`config.mk`:
```
export PLATFORM = sky130hd
export DESIGN_NAME = vx_rr_lock_arbiter
export DESIGN_NICKNAME = d
export VERILOG_FILES = /design/src/rtl/vx_rr_lock_arbiter.sv
export SDC_FILE = /design/constraint.sdc
export NUM_CORES = 1
export LEC_CHECK = 0
export CORE_ASPECT_RATIO = 1.75
export CORE_MARGIN = 1
export CORE_UTILIZATION = 37
export CTS_CLUSTER_DIAMETER = 60
export CTS_CLUSTER_SIZE = 20
export DETAILED_ROUTE_END_ITERATION = 8
export GPL_TIMING_DRIVEN = 0
export PLACE_DENSITY = 0.81
export SLEW_MARGIN = 30
export SYNTH_ARGS = -nofsm -noshare
export SYNTH_HDL_FRONTEND = slang
export SYNTH_SLANG_ARGS = --single-unit
export TNS_END_PERCENT = 100
```
`constraint.sdc`:
```
create_clock -name clk -period 2.5 [get_ports clk]
set_input_delay 0.375 -clock clk [delete_from_list [all_inputs] [get_ports clk]]
set_output_delay 0.375 -clock clk [all_outputs]
set_load 0.05 [all_outputs]
```
`src/rtl/vx_rr_lock_arbiter.sv`:
```
// Registered round-robin arbiter: NUM_REQS valid/ready streams share one output register,
// with an optional grant lock that holds a requester until the last beat of its packet.
module vx_rr_lock_arbiter #(
    parameter int NUM_REQS = 4,
    parameter int DATAW    = 32,
    parameter bit LOCK_PKT = 1'b1,
    localparam int LN      = (NUM_REQS > 1) ? $clog2(NUM_REQS) : 1
) (
    input  logic                      clk,
    input  logic                      reset,
    input  logic [NUM_REQS-1:0]       in_valid,
    input  logic [NUM_REQS*DATAW-1:0] in_data,
    input  logic [NUM_REQS-1:0]       in_last,
    output logic [NUM_REQS-1:0]       in_ready,
    output logic                      out_valid,
    output logic [DATAW-1:0]          out_data,
    output logic [LN-1:0]             out_sel,
    output logic                      out_last,
    input  logic                      out_ready
);

    logic [LN-1:0]    last_ptr;
    logic [LN-1:0]    lock_idx;
    logic             locked;
    logic [LN-1:0]    grant_idx;
    logic             grant_valid;
    logic [DATAW-1:0] grant_data;
    logic             grant_last;
    logic             stage_ready;
    logic             fire;

    // Descending scans leave the lowest matching index; the second scan only
    // overrides the first when some requester sits above the last winner.
    always_comb begin
        grant_valid = 1'b0;
        grant_idx   = '0;
        if (locked) begin
            grant_idx   = lock_idx;
            grant_valid = in_valid[lock_idx];
        end else begin
            for (int i = NUM_REQS - 1; i >= 0; i--) begin
                if (in_valid[i]) begin
                    grant_valid = 1'b1;
                    grant_idx   = LN'(i);
                end
            end
            for (int i = NUM_REQS - 1; i >= 0; i--) begin
                if (in_valid[i] && (LN'(i) > last_ptr)) begin
                    grant_idx = LN'(i);
                end
            end
        end
    end

    always_comb begin
        grant_data = '0;
        grant_last = 1'b0;
        for (int i = 0; i < NUM_REQS; i++) begin
            if (LN'(i) == grant_idx) begin
                grant_data = in_data[i*DATAW +: DATAW];
                grant_last = in_last[i];
            end
        end
    end

    assign stage_ready = !out_valid || out_ready;
    assign fire        = grant_valid && stage_ready;

    // Reset gates the ready path so nothing appears accepted while state is cleared.
    always_comb begin
        in_ready = '0;
        if (fire && reset) begin
            for (int i = 0; i < NUM_REQS; i++) begin
                if (LN'(i) == grant_idx) begin
                    in_ready[i] = 1'b1;
                end
            end
        end
    end

    always_ff @(posedge clk or negedge reset) begin
        if (!reset) begin
            out_valid <= 1'b0;
            out_data  <= '0;
            out_sel   <= '0;
            out_last  <= 1'b0;
            last_ptr  <= LN'(NUM_REQS - 1);
            locked    <= 1'b0;
            lock_idx  <= '0;
        end else if (stage_ready) begin
            if (fire) begin
                out_valid <= 1'b1;
                out_data  <= grant_data;
                out_sel   <= grant_idx;
                out_last  <= grant_last;
                last_ptr  <= grant_idx;
                if (LOCK_PKT) begin
                    locked <= !grant_last;
                    if (!grant_last) begin
                        lock_idx <= grant_idx;
                    end
                end
            end else begin
                out_valid <= 1'b0;
            end
        end
    end

endmodule

```
**After elaboration in Yosys (flattened, before gate mapping)**

Index checks and enable logic that the tools add are counted.
Widths: inputs -> output; s select.

- Input port bits: 139
- Register bits: 41
- Output and inout bits: 40

- Bitwise logic cells: 1
- Eq/ne operators: 3
- Magnitude comparators: 5
- Reduce and logical (&&, ||, !) cells: 12
- Muxes and demuxes: 30

Operators by type and width:

| cell | count |
|---|---|
| $mux 32 | 4 |
| $mux 2 | 9 |
| $mux 1 | 15 |
| $logic_and 1x1->1 | 6 |
| $eq 2x2->1 const A | 2 |
| $gt 1x2->1 const A | 2 |
| $gt 2x2->1 const A | 2 |
| $mux 4 | 1 |
| $lt 2x3->1 const B | 1 |
| $reduce_and 3->1 | 1 |
| $bmux 1 s2 | 1 |
| $eq 1x2->1 const A | 1 |
| $logic_not 1->1 | 2 |
| $logic_not 2->1 | 1 |
| $reduce_and 2->1 | 1 |
| $logic_or 1x1->1 | 1 |
| $not 1->1 | 1 |

**Logic depth before layout (Yosys ltp)**

- Depth in word-level cells: 16
- Mapped depth: 8
- Gate-level depth less buffers: 6

**Least setup slack after synthesis**

OpenSTA, ideal clock, no wires.

- Path type: register to output
- Start point: register last_ptr[0]
- End point: output in_ready[0]
- Stages on the path, launching flop included: 8
- Required time: 2125 ps
- Path buffers: 2
- Data arrival time: 2615 ps
- Path slack: -490 ps
- Path through: dfstp_2 -> nor2b_1 -> o21ai_1 -> a311o_1 -> nand2_2 -> buf_6 -> buf_2 -> nor3b_1

- Longest elaborated chain between the ends: 10
- Elaborated cells on any way between the ends: 16

RTL lines:

| element | RTL line | source |
|---|---|---|
| start, declared | 22 | `logic [LN-1:0] last_ptr;` |
| start signal, assigned | 87 | `last_ptr <= LN'(NUM_REQS - 1);` |
| start signal, assigned | 96 | `last_ptr <= grant_idx;` |
| $gt 2x2->1 | 48 | `if (in_valid[i] && (LN'(i) > last_ptr)) begin` |
| $logic_and 1x1->1 | 48 |  |
| $mux 2 (3 in a row) | 48 |  |
| $mux 2 (*) | 48 |  |
| $mux 2 (*) | 37 | `if (locked) begin` |
| $logic_not 2->1 (*) | 74 | `if (LN'(i) == grant_idx) begin` |
| $mux 1 (*) | 74 |  |
| $mux 4 (*) | 72 | `if (fire && reset) begin` |
| end, declared | 14 | `output logic [NUM_REQS-1:0] in_ready,` |

Mark *: on every way between the ends. The rest lies on a longest branch, timed or not.

**Final worst setup path**

- Start point: register last_ptr[0]
- End point: output in_ready[2]

- Longest elaborated chain between the ends: 10
- Elaborated cells on any way between the ends: 16

RTL lines:

| element | RTL line |
|---|---|
| $gt 2x2->1 | 48 |
| $logic_and 1x1->1 | 48 |
| $mux 2 (3 in a row) | 48 |
| $mux 2 (*) | 48 |
| $mux 2 (*) | 37 |
| $eq 2x2->1 (*) | 74 |
| $mux 1 (*) | 74 |
| $mux 4 (*) | 72 |

Marks and branches as above.

==> impl_metrics.csv <==
group,metric,value,unit
status,result_of_the_run,"complete, no violations",
global_route,grt_first_pass_wirelength,14400,um
power,power.density,1340,nW/um^2
placed_design,gp_congestion,0.791,
route,detailedRoute.firstPassIterationCount,6,
global_route,number_of_global_route_vias_before_repair,3020,
floorplanning,floorplan.initialDensity,37.9,%
global_route,grt_start_max_net_pins,26,
power,comb_power_share,72.8,%
power,share_clk_of_total_power,9.4,%
global_route,globalRoute.totalOverflow,0,
finish,antenna_cell_count,0,
clock_network,cts.htree.levels,2,
floorplanning,die-area,8080,um^2
clock_network,clock-sinks,41,
synth,netlist_instances,249,
finish,syn_to_final_growth,77.2,%
finish,finish.net_count,583,
global_route,grt_use_total,23.8,%
sta,setup_viol,0,
finish,layout_commonest_cell,"clkdlybuf4s50_1",
sta,fin_tns_setup,0,ps
synth,post_synth_edffs,0,
placed_design,portBuffers,178,
power,leak,2.09,nW
floorplanning,core-area,7510,um^2
synth,yosysWarningCount,0,
critical_path,required,2120,ps
sta,worst_pin_slew,546,ps
floorplanning,fp.dieH,118,um
critical_path,worstPathMaxFanout,10,
power,switching_power,0.00327,W
clock_network,cts-root-to-sink-buffers,2,
global_route,antenna_found_initial,0,
power,total_power,0.00677,W
critical_path,cp.arrival,2080,ps
global_route,use_met3,4.44,%
sta,clock_skew,3.03,ps
sta,final.period_utilization,98.3,%
power,vdd.ir_drop.worst,668,uV
finish,layout_common_cells,"clkdlybuf4s50_1, mux2i_1, dfrtp_1, nor2_1, a221oi_2",
synth,synth.yosys.seq_area_share,36.1,%
synth,synthFlopType,"dfrtp_1",
synth,synth_nets,388,
sta,hold_viol_final,0,
global_route,globalRouteMet1Util,23.4,%
global_route,grt-busiest-layer,"met2",
clock_network,tritoncts,"built",
clock_network,numCtsBuffers,5,
sta,slew_headroom,63.5,%
critical_path,end_kind,"output port",
clock_network,master_cell_of_the_clock_root_buffer,"clkbuf_16",
route,via_count,2825,
route,detail_route.wirelength,9370,um
run,cap_violations,0,
synth,summed_instance_area_of_the_synthesized_netlist,2850,um^2
floorplanning,floorplan.rows,42,
min_path,worstHoldPathType,"in2async",
placed_design,dp.final_hpwl,7290,um
global_route,groute.layer.met2.usage,45.3,%
synth,synth_async_sr_flop_share,100,%
power,p_seq_share,17.8,%
route,drc,0,
floorplanning,io_pins,179,
finish,finish.cell_count_without_fillers,532,
route,post_drt_via_cell_ratio,5.31,
sta,timing_limited_maximum_frequency,407,MHz
critical_path,worst_setup_path_start_kind,"flip-flop",
critical_path,timing_worst_setup_path_type,"reg2out",
synth,ys_ff_latch,41,
synth,post_synth_num_cell_types,40,
sta,final.min_clock_period,2460,ps
clock_network,clock_network_latency_to_the_later_pin_of_the_worst_skew_pair,270,ps
power,cellInternalPower,0.00350,W
route,first_iter_violations,104,
sta,timing.hold.ws,43.6,ps
route,route.antenna.remaining_nets,0,
floorplanning,die-width,68.4,um
finish,post_route_cells_drive_above_1_share,20.9,%
clock_network,clk_pin_slew_worst_paths,60,ps
synth,syn_area_per_cell,11.5,um^2
route,wire_per_inst,17.6,um
sta,slew_violations,0,
placed_design,numPlacedInstances,516,
power,switching_share,48.3,%
-- power groups by stage --
stage | clock network [W] | logic [W] | registers [W]
floorplan | 0 | 0.00238 | 0.00219
global placement | 0 | 0.00467 | 0.00121
detailed placement | 0 | 0.00475 | 0.00121
CTS | 0.000655 | 0.00480 | 0.00121
global route | 0.000676 | 0.00520 | 0.00125
finish | 0.000636 | 0.00493 | 0.00120
-- worst paths after layout --
check | end | cells after the start | slack [ps] | start
max reg2reg | out_data[13] | 9 | 70 | last_ptr[0]
min in group clk | out_sel[0] | 2 | 480 | out_sel[0]
max | in_ready[2] | 7 | 40 | last_ptr[0]
min reg2reg | out_sel[0] | 2 | 480 | out_sel[0]
max in group asynchronous | last_ptr[1] | 2 | 1880 | reset
min | out_data[9] | 1 | 40 | reset
-- synth_stat cells (all sizes together), types with 2 or more instances --
| cell type | instances | area [um^2] |
|---|---|---|
| buf | 19 | 168 |
| a211oi | 3 | 22.5 |
| dfstp | 2 | 52.6 |
| a21oi | 3 | 18.8 |
| inv | 6 | 22.5 |
| nand3 | 2 | 10.0 |
| o21ai | 4 | 20.0 |
| mux2i | 64 | 641 |
| and2 | 2 | 12.5 |
| a21o | 2 | 15.0 |
| nor3b | 3 | 22.5 |
| nor3 | 2 | 10.0 |
| nand2 | 11 | 51.3 |
| a221oi | 33 | 495 |
| nor2 | 39 | 170 |
| dfrtp | 39 | 976 |
-- sequential cells by signal, indices dropped and copies added, names as in the netlist --
signal	count
out_data	32
last_ptr	2
lock_idx	2
out_sel	2
locked	1
out_last	1
out_valid	1
-- kinds of logic (layout without fill, tap and decap cells) --
group                  Yosys count  in the layout  synth area share (%)
and+or+nand+nor                 64             64                  10.9
muxes                           65             65                  23.3
DFF                             41             41                  36.1
AOI/OAI and AO/OA               54             54                  23.1
buffers and inverters           25            220                  6.67
-- stage by stage --
step	worst slack (ps)	utilization, %	area [um^2]
floorplan	-330	-	2860
global placement	-1600	63.3	4750
detailed placement	-911	63.5	4770
CTS	1.20	66.0	4960
global route	-30.3	67.2	5050
finish	43.0	67.2	5050
-- layout make-up --
class,instances,area (um^2)
inverters,6,22.5
fillers,594,2460
well taps,88,110
multi-input cells,183,1700
repair buffers,189,1880
flip-flops and latches,41,1030
plain buffers,18,171
clock buffers,7,143
-- routing by layer --
| metal | wire, um | vias to the layer above |
|---|---|---|
| met5 | 0 | - |
| met3 | 504 | 19 |
| met1 | 3180 | 1358 |
| met4 | 274 | 0 |
| met2 | 5410 | 110 |
| li1 | - | 1338 |
-- worst max-delay path: stages, from the launching register on --
cell and delay (ps):
dfstp_2 560, nor2b_4 140, o21ai_1 70, a311o_1 410
nand2_2 130, buf_12 130, nor3b_4 180, buf_6 180
-- repair_timing --
| action | CTS | global route |
|---|---|---|
| pin swaps | 3 | 5 |
| hold buffers | 0 | 0 |
| cloned | 0 | 0 |
| endpoints found under the setup margin | 4 | 4 |
| buffers inserted | 1 | 9 |
| gates resized for setup | 40 | 6 |
Power figures use the tool's default switching activity.
